File: src/rtl/brick_hit_controller.sv
// Brick collision scanner: per frame tick, finds the first brick hit by the
// ball, bumps its damage state, writes it to the display, reports bounce/score.
// Ports: CLK_25MH, reset (sync, active-low), frame_tick, ball_x, ball_y in;
//   active_write_enable/position/data to display; bounce_x, bounce_y,
//   scan_done, busy, score, blocks_remaining, level_clear to game logic.
module brick_hit_controller #(
   parameter int BALL_SIZE       = 7,
   parameter int BLOCK_SPACING_X = 40,
   parameter int BLOCK_WIDTH     = 80,
   parameter int BLOCK_HEIGHT    = 30,
   parameter int FIRST_ROW_Y     = 40,
   parameter int SECOND_ROW_Y    = 90,
   parameter int HITS_TO_BREAK   = 3
) (
   input  logic       CLK_25MH,
   input  logic       reset,
   input  logic       frame_tick,
   input  logic [9:0] ball_x,
   input  logic [9:0] ball_y,
   output logic       active_write_enable,
   output logic [5:0] active_position,
   output logic [1:0] active_data,
   output logic       bounce_x,
   output logic       bounce_y,
   output logic       scan_done,
   output logic       busy,
   output logic [9:0] score,
   output logic [3:0] blocks_remaining,
   output logic       level_clear
);

   typedef enum logic [1:0] {IDLE, SCAN, WRITE, DONE} state_e;

   localparam logic [10:0] BS_W   = 11'(BALL_SIZE);
   localparam logic [10:0] SPX_W  = 11'(BLOCK_SPACING_X);
   localparam logic [10:0] STEP_W = 11'(BLOCK_SPACING_X + BLOCK_WIDTH);
   localparam logic [10:0] BW_W   = 11'(BLOCK_WIDTH);
   localparam logic [10:0] BH_W   = 11'(BLOCK_HEIGHT);
   localparam logic [10:0] Y1_W   = 11'(FIRST_ROW_Y);
   localparam logic [10:0] Y2_W   = 11'(SECOND_ROW_Y);
   localparam logic [1:0]  HTB    = 2'(HITS_TO_BREAK);

   state_e      state_q, state_d;
   logic [3:0]  idx_q, idx_d;
   logic [9:0]  bx_q, bx_d;
   logic [9:0]  by_q, by_d;
   logic [1:0]  dmg_q [0:9];
   logic [1:0]  dmg_d [0:9];
   logic        we_q, we_d;
   logic [5:0]  pos_q, pos_d;
   logic [1:0]  dat_q, dat_d;
   logic        bncx_q, bncx_d;
   logic        bncy_q, bncy_d;
   logic        done_q, done_d;
   logic [9:0]  score_q, score_d;
   logic [3:0]  blocks_q, blocks_d;

   // Geometry of the brick selected by idx_q (held through WRITE)
   logic [3:0]  col_c;
   logic [10:0] brk_x, brk_y, brk_r, brk_b;
   logic [10:0] ball_l, ball_t, ball_r, ball_b;
   logic [1:0]  cur_dmg, new_dmg;
   logic        hit, straddle, contain;

   always_comb begin
      col_c   = (idx_q >= 4'd5) ? idx_q - 4'd5 : idx_q;
      brk_x   = SPX_W + STEP_W * {7'd0, col_c};
      brk_y   = (idx_q >= 4'd5) ? Y2_W : Y1_W;
      brk_r   = brk_x + BW_W;
      brk_b   = brk_y + BH_W;
      ball_l  = {1'b0, bx_q};
      ball_t  = {1'b0, by_q};
      ball_r  = ball_l + BS_W;
      ball_b  = ball_t + BS_W;
      cur_dmg = dmg_q[idx_q];
      new_dmg = cur_dmg + 2'd1;
      hit     = (cur_dmg != HTB)
              && (ball_l <= brk_r) && (ball_r >= brk_x)
              && (ball_t <= brk_b) && (ball_b >= brk_y);
      straddle = (ball_l < brk_x) || (ball_r > brk_r);
      contain  = (ball_t >= brk_y) && (ball_b <= brk_b);
   end

   // State register and all registered outputs
   always_ff @(posedge CLK_25MH) begin
      if (!reset) begin
         state_q  <= IDLE;
         idx_q    <= 4'd0;
         bx_q     <= 10'd0;
         by_q     <= 10'd0;
         for (int i = 0; i < 10; i++) dmg_q[i] <= 2'd0;
         we_q     <= 1'b0;
         pos_q    <= 6'd0;
         dat_q    <= 2'd0;
         bncx_q   <= 1'b0;
         bncy_q   <= 1'b0;
         done_q   <= 1'b0;
         score_q  <= 10'd0;
         blocks_q <= 4'd10;
      end else begin
         state_q  <= state_d;
         idx_q    <= idx_d;
         bx_q     <= bx_d;
         by_q     <= by_d;
         for (int i = 0; i < 10; i++) dmg_q[i] <= dmg_d[i];
         we_q     <= we_d;
         pos_q    <= pos_d;
         dat_q    <= dat_d;
         bncx_q   <= bncx_d;
         bncy_q   <= bncy_d;
         done_q   <= done_d;
         score_q  <= score_d;
         blocks_q <= blocks_d;
      end
   end

   // Next-state logic
   always_comb begin
      state_d = state_q;
      idx_d   = idx_q;
      bx_d    = bx_q;
      by_d    = by_q;
      unique case (state_q)
         IDLE: begin
            if (frame_tick) begin
               state_d = SCAN;
               idx_d   = 4'd0;
               bx_d    = ball_x;
               by_d    = ball_y;
            end
         end
         SCAN: begin
            if (hit)                state_d = WRITE;
            else if (idx_q == 4'd9) state_d = DONE;
            else                    idx_d   = idx_q + 4'd1;
         end
         WRITE:   state_d = DONE;
         DONE:    state_d = IDLE;
         default: state_d = IDLE;
      endcase
   end

   // Output / datapath logic
   always_comb begin
      we_d     = 1'b0;
      pos_d    = pos_q;
      dat_d    = dat_q;
      bncx_d   = 1'b0;
      bncy_d   = 1'b0;
      done_d   = 1'b0;
      score_d  = score_q;
      blocks_d = blocks_q;
      for (int i = 0; i < 10; i++) dmg_d[i] = dmg_q[i];
      unique case (1'b1)
         (state_q == WRITE): begin
            we_d   = 1'b1;
            pos_d  = {2'b00, idx_q};
            dat_d  = new_dmg;
            dmg_d[idx_q] = new_dmg;
            // side hit only if ball pokes past an edge while fully inside
            // the brick's vertical band
            bncx_d = straddle && contain;
            bncy_d = !(straddle && contain);
            score_d = (score_q == 10'd1023) ? score_q : score_q + 10'd1;
            if (new_dmg == HTB && blocks_q != 4'd0)
               blocks_d = blocks_q - 4'd1;
         end
         (state_q == DONE): done_d = 1'b1;
         default: ;
      endcase
   end

   assign active_write_enable = we_q;
   assign active_position     = pos_q;
   assign active_data         = dat_q;
   assign bounce_x            = bncx_q;
   assign bounce_y            = bncy_q;
   assign scan_done           = done_q;
   assign busy                = (state_q != IDLE);
   assign score               = score_q;
   assign blocks_remaining    = blocks_q;
   assign level_clear         = (blocks_q == 4'd0);

endmodule

File: config.mk
export PLATFORM = sky130hd
export DESIGN_NAME = brick_hit_controller
export DESIGN_NICKNAME = d
export VERILOG_FILES = /design/src/rtl/brick_hit_controller.sv
export SDC_FILE = /design/constraint.sdc
export NUM_CORES = 1
export LEC_CHECK = 0
export CAP_MARGIN = 30
export CORE_UTILIZATION = 54
export CTS_BUF_LIST = sky130_fd_sc_hd__clkbuf_4
export CTS_CLUSTER_SIZE = 16
export DETAILED_ROUTE_END_ITERATION = 16
export GPL_ROUTABILITY_DRIVEN = 1
export PLACE_DENSITY = 0.75
export RECOVER_POWER = 25
export SLEW_MARGIN = 20
export SYNTH_ARGS = -nofsm -noshare
export SYNTH_HDL_FRONTEND = slang
export SYNTH_SLANG_ARGS = --single-unit
File: constraint.sdc
create_clock -name CLK_25MH -period 6.8 [get_ports CLK_25MH]
set_input_delay 1.02 -clock CLK_25MH [delete_from_list [all_inputs] [get_ports CLK_25MH]]
set_output_delay 1.02 -clock CLK_25MH [all_outputs]
set_load 0.05 [all_outputs]
# After elaboration in Yosys (flattened, before gate mapping)
# Memory sizes are Yosys's and may differ from the RTL's. A register that Yosys moved wholly into a read port is not among the register bits.
# Index checks and enable logic that the tools add are counted.
# word_totals
in_bits	23
regBits	50
ram_bits	20
memories	1
elab_cells	109
output_inout_bits	28
# op_classes
n_mux	30
bitwise_logic	12
multipliers	1
eq_ne	11
order_cmp	11
n_reduce_logical	21
add_sub_neg	10
# memory_table
name	words	word_bits	rd	rd_ports_with_merged_regs	write_ports	line	text
dmg_q	10	2	11	1	10	47	logic [1:0] dmg_q [0:9];
# ops
operator	n
2-to-1 mux 2 bit	14
2-to-1 mux 4 bit	6
adder 10 x 3 -> 11 bit, second input constant	2
bitwise mux 20 bit	1
2-to-1 mux 20 bit	1
adder 11 x 7 -> 11 bit, second input constant	1
adder 6 x 11 -> 11 bit, first input constant	1
>= comparator 11 bit	1
>= comparator 11 x 7 -> 1 bit	1
> comparator 11 bit	1
<= comparator 10 x 11 -> 1 bit	1
<= comparator 11 x 8 -> 1 bit	1
< comparator 10 x 11 -> 1 bit	1
adder 10 x 1 -> 10 bit, second input constant	1
equality test 10 bit, second input constant	1
>= comparator 10 x 7 -> 1 bit	1
<= comparator 10 x 8 -> 1 bit	1
OR 1 bit	10
AND reduction 2 bit	5
adder 7 x 5 -> 8 bit, second input constant	1
demux 2 bit (select 4 bit)	1
logical AND 1 bit	8
multiplier 4 x 4 -> 8 bit, first input constant	1
!= test 2 bit, second input constant	4
24 further kinds	30

# Depth between registers and ports, before layout
# Gate-level depths: netlist of the first run.
# logic_depth
ltp_word	14
mapped_depth	28
depth_no_buf	27

# Worst setup path after synthesis of the first run
# Ideal clock, no wire load.
# synth_path
path_type	register to register
from	register idx_q[0]
to	register with a tool-made name
setup_time_ps	72
synth_period_minus_slack_ps	6536
arrival_ps	6464
stages_incl_launch_ff	28
setup_slack_ps	264
path_cell_list	dfxtp_1 > clkbuf_1 > inv_1 > ha_1 > and2b_1 > nor4_1 > o21a_1 > inv_1 > fa_1 > inv_1 > fa_1 > inv_1 > fa_1 > a21oi_2 > nor4_1 > a2111o_1 > a211oi_4 > xor2_1 > xor2_1 > ha_1 > and4_1 > a31oi_1 > o31a_2 > o211ai_1 > o32ai_4 > o21ai_4 > a211oi_4 > mux2i_1
# synth_rtl
element	line	text
from (decl)	44	logic [3:0] idx_q, idx_d;
from (signal assigned)	102	idx_q <= idx_d;

# Worst setup path after layout of the first run
# layout_path
from	register idx_q[0]
to	register state_q[0]
# layout_via
elab_chain_len	12
elab_cells_between_ends	21
classes_between	add/sub: 4; mul: 1; order compare: 5; eq/ne: 2; mux: 4; reduce/logical: 5
# layout_rtl
element	line	text
subtractor 4 x 3 -> 4 bit / >= comparator 4 x 3 -> 1 bit (equally long branches)	66, 68	
2-to-1 mux 4 bit	66	col_c = (idx_q >= 4'd5) ? idx_q - 4'd5 : idx_q;
multiplier 4 x 4 -> 8 bit	67	brk_x = SPX_W + STEP_W * {7'd0, col_c};
adder 6 x 11 -> 11 bit	67	
adder 11 x 7 -> 11 bit	69	brk_r = brk_x + BW_W;
<= comparator 10 x 11 -> 1 bit	78	&& (ball_l <= brk_r) && (ball_r >= brk_x)
logical AND 1 bit (2 in a row)	78	
logical AND 1 bit (2 in a row)	79	&& (ball_t <= brk_b) && (ball_b >= brk_y);
2-to-1 mux 2 bit / != test 3 bit (equally long branches)	--	
one-hot mux 2 bit (4 select lines) / AND reduction 2 bit (equally long branches)	--	
to (signal assigned)	101	state_q <= state_d;
to (decl)	43	state_e state_q, state_d;
# Parallel ways exist; a longest one is shown, timed or not.
# A chain may end at the register's enable or synchronous reset.

==> flow_summary.yaml, run 1 <==
layout:
  antenna_cells: 0
  area_growth_pct: 15.1
  utilization_pct: 65.2
  layout_common_cells: "nand2_1, ha_1, dfxtp_1, a21oi_1, clkdlybuf4s50_1"
  drive_above_1_share_pct: 8.82
  fill_cells: 791
  layout.cells.non_filler: 798
  nNetsFinal: 764
routing:
  drc_errors: 0
  routedWlPerCell_um: 14.8
  drt_iter0_drc: 192
  routed_wl_um: 11800
  ant_nets: 0
  vias_per_cell: 5.67
  dr.pass1.iters: 4
  vias: 4527
power:
  p_seq_share_pct: 29.0
  swShare_pct: 45.3
  vdd_ir_drop_max_uv: 268
  total_power_mw: 1.89
  p_comb_share_pct: 55.4
  intPower_mw: 1.03
  switching_power_uw: 856
  clkPwrFrac_pct: 15.6
  p_leak_nw: 2.48
  powerDensity_nw_per_um2: 308
die:
  initial_utilization_pct: 56.6
  rows: 35
  ioPinCount: 51
  dieArea_um2: 10300
  fp.dieH_um: 101
  die_w_um: 101
  core_area_um2: 9420
place:
  dp_hpwl_um: 8770
  pre_cts_ws_ns: 0.105
  gp_congestion: 0.937
  port_buffers: 48
  dpl.cell_count: 779
sta:
  drv_slew: 59
  clock.fmax_mhz: 155
  tns_ns: 0
  layout_setup_ws_ns: 0.345
  slew-limit-headroom_pct: -76.0
  fin_crit_ns: 6.45
  setup_violations: 0
  period_share_pct: 94.9
  final_hold_viol_count: 0
  skew_ns: 0.0167
  tightest_slew_ns: 2.64
  rsz0062_at_grt: "true"
cts:
  ctsRootBufferMaster: "clkbuf_4"
  cts_buffers: 9
  postCtsHoldBufs: 0
  htreeDepth: 3
  cts_tree: "built"
  cts_num_sinks: 74
  clk_pin_slew_worst_paths_ns: 0.14
  insertion_delay_ns: 0.42
  cts_buffer_depth: 2
setup_path:
  crit_arrival_ns: 6.79
  cp_slowest_cell: "fa_1"
  critPathKind: "register to register"
  crit_start: "idx_q[0]"
  cp.required_ns: 7.14
  crit_buf_inv: 5
  cp-end-kind: "register"
  crit_path_max_incr_delay_ns: 0.51
  crit-reg2reg-launch: "idx_q[0]"
  cp-start-kind: "register"
  crit_fanout: 5
  path_delay_family: "compound AO/OA/AOI/OAI gates"
logic_synthesis:
  ys_ff_latch: 74
  synthCells: 616
  synth_cell_types: 71
  postSynthAreaPerCell_um2: 8.65
  syn_area_um2: 5330
  synthFlopType: "dfxtp_1"
  ys_warn_count: 0
  synth_edf_count: 0
  async_flop_share_pct: 0
  ys_seq_area_share_pct: 27.8
global_route:
  grt_max_degree: 59
  grt_pass1_vias: 4382
  antenna_found_initial: 0
  grt_pass1_wl_um: 19800
  grt_usage_pct: 24.1
  gr-total-overflow: 0
run:
  drv_cap: 1
status:
  violations: "max-capacitance violations, max-slew violations"
  status: "finished with violations"
worst_hold_path:
  hold_path.class: "register to register"
  min-delay-start: "bx_q[3]"
[state kept, by name (all words and copies together) (netlist names), 2 cells and up, named ones only]
register          count
score                10
bx_q                 10
by_q                 10
blocks_remaining      4
active_data           2
dmg_q                20
idx_q                 4
active_position       4
state_q               2
[power groups by stage]
stage	Sequential (mW)	Clock, mW	Combinational, mW
global route	0.559	0.320	1.17
global placement	0.553	0	0.996
CTS	0.546	0.302	1.03
floorplan	0.575	0	0.746
finish	0.549	0.295	1.05
detailed placement	0.556	0	1.02
[per-layer routing]
metal	global-route usage [%]	routed length [µm]
met5	0	0
met1	29.8	5510
met2	41.1	5460
met3	5.45	614
met4	8.47	208
[stage by stage]
step / instance area, µm² / hold slack (ns)
2_1_floorplan: 5330 / 0.436
3_3_place_gp: 5940 / 0.447
3_5_place_dp: 5940 / 0.453
4_1_cts: 6090 / 0.471
5_1_grt: 6130 / 0.490
6_report: 6130 / 0.471
[cells by family after synthesis]
group	after synthesis	share of synthesized area, %
adders and majority gates	77	18.6
AOI/OAI and AO/OA	160	21.5
xor gates and xnor gates	33	5.42
other	1	0.0704
and+or+nand+nor	189	17.5
buffers and inverters	67	5.28
muxes	15	3.80
DFF	74	27.8
[final cells by class]
cell class | instances | area, µm² | area share, %
clock inverter | 7 | 83.8 | 1.37
timing repair buffer | 65 | 604 | 9.85
tap | 129 | 161 | 2.63
inverter | 38 | 143 | 2.33
sequential | 74 | 1490 | 24.2
clock buffer | 9 | 67.6 | 1.10
multi-input combinational | 476 | 3590 | 58.5
[timing repair]
item	4_1_cts	5_1_grt
resized for setup	0	6
setup buffers	0	3
endpoints found under the setup margin	0	10
[cells in the mapped netlist (4+ instances only)]
| cell type | count | area, µm² |
|---|---|---|
| nand3_1 | 10 | 50.1 |
| nor4_1 | 4 | 25.0 |
| and3_1 | 6 | 37.5 |
| o21a_1 | 4 | 30.0 |
| dfxtp_1 | 74 | 1480 |
| o21ai_0 | 14 | 70.1 |
| nand2b_1 | 8 | 50.1 |
| xor2_1 | 17 | 149 |
| mux4_2 | 4 | 90.1 |
| o21ai_1 | 4 | 20.0 |
| o211ai_1 | 8 | 60.1 |
| a211o_1 | 4 | 35.0 |
| clkbuf_1 | 18 | 67.6 |
| nor2b_1 | 8 | 50.1 |
| mux2i_1 | 9 | 90.1 |
| ha_1 | 73 | 913 |
| nand2_1 | 73 | 274 |
| a21oi_1 | 59 | 295 |
| nor3_1 | 10 | 50.1 |
| a211oi_1 | 12 | 90.1 |
| inv_1 | 38 | 143 |
| or3_1 | 5 | 31.3 |
| nor2_1 | 31 | 116 |
| a311oi_1 | 16 | 140 |
| nand4_1 | 12 | 75.1 |
| xnor2_1 | 16 | 140 |
| a31oi_1 | 6 | 37.5 |
| a21o_1 | 4 | 30.0 |
| and2_1 | 5 | 31.3 |
| fa_1 | 4 | 80.1 |
[path summary, 6_finish.rpt]
path                endpoint  slack, ns  cells after the start
setup / recovery  state_q[0]       0.35                     27
hold / removal       bx_q[3]       0.47                      2
setup reg to reg  state_q[0]       0.35                     27
hold reg to reg      bx_q[3]       0.47                      2
[worst reg2reg max path, stage by stage (launching register included)]
cell	delay (ns)
dfxtp_4	0.40
inv_1	0.06
buf_4	0.15
ha_1	0.33
and2_1	0.16
a31o_1	0.16
nor2_1	0.06
buf_4	0.17
fa_1	0.52
inv_1	0.06
fa_1	0.50
inv_1	0.07
fa_1	0.47
a21oi_2	0.18
nor4_1	0.07
a2111o_1	0.42
a211oi_4	0.25
xor2_1	0.24
xor2_1	0.12
ha_1	0.30
and4_1	0.20
a31oi_2	0.13
o31ai_4	0.13
a211oi_1	0.08
a211o_1	0.34
or2_1	0.26
a2111o_1	0.42
o211a_1	0.13
Note: power is estimated with default switching activity, not from simulation.
==> run 2: changes to the inputs <==
--- a/config.mk
+++ b/config.mk
@@ -5,7 +5,7 @@
 export SDC_FILE = /design/constraint.sdc
 export NUM_CORES = 1
 export LEC_CHECK = 0
-export CAP_MARGIN = 30
+export CAP_MARGIN = 20
 export CORE_UTILIZATION = 54
 export CTS_BUF_LIST = sky130_fd_sc_hd__clkbuf_4
 export CTS_CLUSTER_SIZE = 16
==> results of run 2 <==
The final DEF is identical to that of run 1; final timing and power are the same.
